`src/rtl/pipe_stage_reg.sv`:
```
// Inter-stage pipeline register with stall/flush, valid and Tnew countdown.
// Optional FLUSH_KEEP_PC_EN: a bubble keeps PC_in (squashed slot PC) instead of RESET_PC.
module pipe_stage_reg #(
  parameter int              DW       = 32,
  parameter int              AW       = 5,
  parameter int              PCW      = 32,
  parameter int              IW       = 32,
  parameter int              TW       = 2,
  parameter logic [PCW-1:0]  RESET_PC = '0
) (
  input  logic            clk,
  input  logic            reset,
  input  logic            stall,
  input  logic            flush,
  input  logic            valid_in,
  input  logic [DW-1:0]   WD_in,
  input  logic [AW-1:0]   WR_in,
  input  logic            RegWrite_in,
  input  logic [PCW-1:0]  PC_in,
  input  logic [IW-1:0]   Instr_in,
  input  logic [TW-1:0]   Tnew_in,
  output logic            valid_out,
  output logic [DW-1:0]   WD_out,
  output logic [AW-1:0]   WR_out,
  output logic            RegWrite_out,
  output logic [PCW-1:0]  PC_out,
  output logic [IW-1:0]   Instr_out,
  output logic [TW-1:0]   Tnew_out,
  output logic            fwd_ready
);

  logic          reg_write_qual;
  logic [TW-1:0] tnew_next;
  logic [PCW-1:0] bubble_pc;

  // Writes to $0 and from empty slots never reach the hazard/forwarding logic.
  assign reg_write_qual = RegWrite_in & valid_in & (WR_in != '0);
  assign tnew_next      = (Tnew_in == '0) ? '0 : Tnew_in - TW'(1);

`ifdef FLUSH_KEEP_PC_EN
  assign bubble_pc = PC_in;
`else
  assign bubble_pc = RESET_PC;
`endif

  always_ff @(posedge clk) begin
    if (reset) begin
      valid_out    <= 1'b0;
      WD_out       <= '0;
      WR_out       <= '0;
      RegWrite_out <= 1'b0;
      PC_out       <= RESET_PC;
      Instr_out    <= '0;
      Tnew_out     <= '0;
    end else if (flush) begin
      valid_out    <= 1'b0;
      WD_out       <= '0;
      WR_out       <= '0;
      RegWrite_out <= 1'b0;
      PC_out       <= bubble_pc;
      Instr_out    <= '0;
      Tnew_out     <= '0;
    end else if (!stall) begin
      valid_out    <= valid_in;
      WD_out       <= WD_in;
      WR_out       <= WR_in;
      RegWrite_out <= reg_write_qual;
      PC_out       <= PC_in;
      Instr_out    <= Instr_in;
      Tnew_out     <= tnew_next;
    end
  end

  // Purely from registered state so downstream bypass muxes see no input-to-output path.
  assign fwd_ready = valid_out & RegWrite_out & (Tnew_out == '0) & (WR_out != '0);

  a_regwrite_qualified: assert property (@(posedge clk) disable iff (reset)
    RegWrite_out |-> (valid_out && (WR_out != '0)));

endmodule

```
`config.mk`:
```
export PLATFORM = sky130hd
export DESIGN_NAME = pipe_stage_reg
export DESIGN_NICKNAME = d
export VERILOG_FILES = /design/src/rtl/pipe_stage_reg.sv
export SDC_FILE = /design/constraint.sdc
export NUM_CORES = 1
export LEC_CHECK = 0
export CORE_ASPECT_RATIO = 0.8
export CORE_MARGIN = 2
export CORE_UTILIZATION = 31
export DETAILED_ROUTE_END_ITERATION = 6
export PLACE_DENSITY = 0.76
export SKIP_LAST_GASP = 1
export SLEW_MARGIN = 20
export SYNTH_ARGS = -nofsm -noshare
export SYNTH_HDL_FRONTEND = slang
export SYNTH_SLANG_ARGS = --single-unit
```
`constraint.sdc`:
```
create_clock -name clk -period 2.2 [get_ports clk]
set_input_delay 0.55 -clock clk [delete_from_list [all_inputs] [get_ports clk]]
set_output_delay 0.55 -clock clk [all_outputs]
set_load 0.01 [all_outputs]
```
==> run summary <==
=================================================================================
Share of async-settable or async-resettable flops after synthesis              0%
# clock sinks                                                                 105
Worst setup slack for register-to-register paths                          1530 ps
Area taken by multi-input logic gates                                0.00149 mm^2
Element type at the critical path start                                 flip-flop
Number of inserted diodes                                                       0
Worst min path class                                                   reg -> reg
Total leakage power                                                       2.63 nW
GRT Resource Usage Total                                                    15.5%
Share of power burned in registers                                          45.2%
Initial standard-cell utilization of the core                               32.2%
Number of pins with negative max-slew slack in the final report                 0
Gate count after technology mapping                                           349
Category of the worst setup path capture point                         output pin
Number of nets with antenna violations after detailed routing                   0
Max-slew headroom                                                           74.3%
CTS tree                                                                     done
Number of antenna violations at the first check in global routing               0
Post-DR wirelength/cell                                                   14.4 um
# hold bufs at CTS                                                              0
Root buffer cell                                                     sky130_fd_sc_hd__clkbuf_16
Unique cell type count in the Yosys netlist                                    16
Most repeated cell in the gate-level netlist after synthesis         sky130_fd_sc_hd__dfxtp_1
Final Hold Slack                                                           487 ps
Count of nets after finishing                                                 666
Maximum resistive drop on vdd                                              475 uV
Vias per std cell                                                            4.45
Leftover overflow at the end of global routing                                  0
Overall die height                                                         102 um
Max Cap Violations                                                              0
Pre-CTS setup slack                                                        128 ps
Cell-internal power                                                       3.48 mW
Total clock buffers created by CTS                                              9
Quantity of I/O buffers inserted on ports                                     214
Core area                                                             0.0116 mm^2
Max Clk Rate                                                              478 MHz
Fraction of final layout cells sized beyond drive strength 1                4.45%
Final Hold Viols                                                                0
Worst reg-to-reg path cell count                                                2
Endpoint of the worst-slack reg-to-reg timing path                   WR_out[1]$_SDFFE_PP0N_
Top cell types by occurrence after synthesis                         105 x sky130_fd_sc_hd__dfxtp_1, 104 x sky130_fd_sc_hd__nor2_1, 102 x sky130_fd_sc_hd__mux2i_1, 8 x sky130_fd_sc_hd__buf_2, 6 x sky130_fd_sc_hd__clkbuf_1
Wire length of the first global-routing pass                            16,100 um
Setup ws final                                                             106 ps
Via count of the first global-routing pass                                  3,235
Iteration-0 DRC Markers                                                        82
Area overhead of the layout relative to synthesis                           69.8%
Detailed placer's ending HPWL                                             7760 um
Post-Route WL                                                           10,300 um
Final-layout setup total negative slack                                      0 ps
Cell accounting for the most synthesized area                        sky130_fd_sc_hd__dfxtp_1
Post-cts gate resize count                                                      5
Netlist Area Pre-Place                                               0.00375 mm^2
Worst min-delay path endpoint                                        Tnew_out[1]$_SDFFE_PP0N_
Horiz. Die Dim                                                             127 um
Residual DRC count                                                              0
P_sw                                                                     0.934 mW
Area of the die                                                       0.0130 mm^2
Post-CTS setup-driven buffer insertion count                                    0
Synth top area cells                                                 sky130_fd_sc_hd__dfxtp_1 56%, sky130_fd_sc_hd__mux2i_1 27%, sky130_fd_sc_hd__nor2_1 10%
Boundary Pins                                                                 215
Largest net degree at the start of global routing                              77
Deepest level of the CTS H-tree                                                 3
Total placed cells including tap cells                                        694
Final cell count without fillers                                              710
Number of optimization iterations in the first detailed-route pass              4
Placement Rows                                                                 35
Filler instances                                                            1,032
Critical path data arrival time                                           1540 ps
Start point of the worst hold path                                   Tnew_out[1]$_SDFFE_PP0N_
Setup skew after layout                                                      0 ps
Count of flip-flops with a built-in enable after synthesis                      0
Synth Register Bits                                                           105
Result of the run                                                    finished clean
Slew of the pin with the lowest slew margin                                385 ps
Power density over cell area                                          694 mW/mm^2
Post-synthesis sequential area ratio                                        56.1%
FF/Latch Area                                                        0.00210 mm^2
Total number of vias                                                        3,162
Clock power frac                                                            41.4%
Number of buffers between clock root and the deepest sink                       2
Final critical-path required period                                       2090 ps
Unrepaired setup endpoints after global routing                             false
FF-to-FF Start                                                       WR_out[1]$_SDFFE_PP0N_
Post-route clock period utilization                                         95.2%
Final setup vio count                                                           0
Critical path required time                                               1650 ps
Switching part of the total                                                 21.2%
Worst-Skew Late Latency                                                    330 ps
Largest fanout on the critical path                                             3
Area fraction of the dominant cell type after synthesis                     56.1%
CTS clk-pin slew, worst paths                                               70 ps
Gp weighted congestion                                                      0.753
Mapped Avg Cell Area                                                    10.7 um^2
Comb pwr share                                                              13.5%
Worst Setup Path Type                                                  reg -> out
Number of cells traversed by the worst hold path                                2
Post-synthesis net count                                                      458
Dominant register cell in the synthesized netlist                    sky130_fd_sc_hd__dfxtp_1
Yosys warning count                                                             0
=================================================================================
[flip-flops by register name, indices dropped and copies added (netlist names)]
register,flops
Instr_out,32
PC_out,32
WD_out,32
WR_out,5
Tnew_out,2
RegWrite_out,1
valid_out,1
[worst max-delay path by stage]
| stage | start | to | depth (start not counted) |
|---|---|---|---|
| floorplan | WR_out[0]$_SDFFE_PP0N_ | fwd_ready | 3 |
| global placement | WR_out[0]$_SDFFE_PP0N_ | fwd_ready | 4 |
| detailed placement | WR_out[0]$_SDFFE_PP0N_ | fwd_ready | 4 |
| CTS | WR_out[0]$_SDFFE_PP0N_ | fwd_ready | 4 |
| global route | WR_out[0]$_SDFFE_PP0N_ | fwd_ready | 4 |
| finish | WR_out[0]$_SDFFE_PP0N_ | fwd_ready | 4 |
[logic make-up after synthesis]
group | count (synthesis) | share of synthesized area (%)
and+or+nand+nor | 113 | 11.8
DFF | 105 | 56.1
muxes | 102 | 27.2
buffers and inverters | 25 | 4.27
AOI/OAI and AO/OA | 4 | 0.634
[per-layer routing]
layer	global-route usage (%)	wire length (um)	up-vias
met5	0	0	-
met4	4.65	166	0
met3	6.96	931	16
met2	27.2	4930	120
met1	17.1	4220	1462
li1	-	-	1564
[cell type report]
class	count	share of cell area, %
clock inverter	5	1.61
tap	148	2.91
clock buffer	11	3.81
sequential	105	33.0
multi-input combinational	219	23.4
inverter	1	0.0590
timing repair buffer	221	35.2
[layout by cell type (no fill, tap or decap)]
cell type / netlist / final
sky130_fd_sc_hd__clkdlybuf4s50_1: 0 / 212
sky130_fd_sc_hd__dfxtp_1: 105 / 105
sky130_fd_sc_hd__nor2_1: 104 / 104
sky130_fd_sc_hd__mux2i_1: 102 / 102
sky130_fd_sc_hd__clkbuf_16: 0 / 9
sky130_fd_sc_hd__buf_12: 0 / 4
sky130_fd_sc_hd__nand2_1: 3 / 3
sky130_fd_sc_hd__a21oi_1: 3 / 3
sky130_fd_sc_hd__bufinv_16: 0 / 3
sky130_fd_sc_hd__buf_4: 5 / 3
sky130_fd_sc_hd__or4_1: 2 / 2
sky130_fd_sc_hd__nor4_1: 1 / 1
sky130_fd_sc_hd__or2_4: 0 / 1
sky130_fd_sc_hd__nor3b_1: 1 / 1
sky130_fd_sc_hd__inv_1: 1 / 1
sky130_fd_sc_hd__o2111ai_1: 1 / 1
sky130_fd_sc_hd__nand3_1: 1 / 1
sky130_fd_sc_hd__clkinvlp_4: 0 / 1
sky130_fd_sc_hd__clkbuf_1: 6 / 1
sky130_fd_sc_hd__clkinv_2: 0 / 1
sky130_fd_sc_hd__clkbuf_8: 0 / 1
sky130_fd_sc_hd__buf_6: 5 / 1
sky130_fd_sc_hd__buf_2: 8 / 1
[critical path, cell delays in order (launching register included)]
cell and delay, ps:
sky130_fd_sc_hd__dfxtp_1 320, sky130_fd_sc_hd__or4_1 510, sky130_fd_sc_hd__nor2_1 150, sky130_fd_sc_hd__nor4_1 80
sky130_fd_sc_hd__buf_2 150
[stage by stage]
stage          instance area [um^2]  power [mW]  utilization, %
6_report                       6370        4.42            54.7
5_1_grt                        6370        4.61            54.7
4_1_cts                        6370        4.47            54.7
3_5_place_dp                   6030        2.64            51.7
3_3_place_gp                   6030        2.62            51.7
2_1_floorplan                  3750        2.28               -
[power groups by stage]
stage,clock network (mW),logic [mW],registers (mW)
CTS,1.87,0.601,2.00
floorplan,0,0.214,2.07
global route,1.97,0.637,2.00
global placement,0,0.587,2.03
detailed placement,0,0.599,2.04
finish,1.83,0.595,2.00
(Power assumes the default switching activity.)
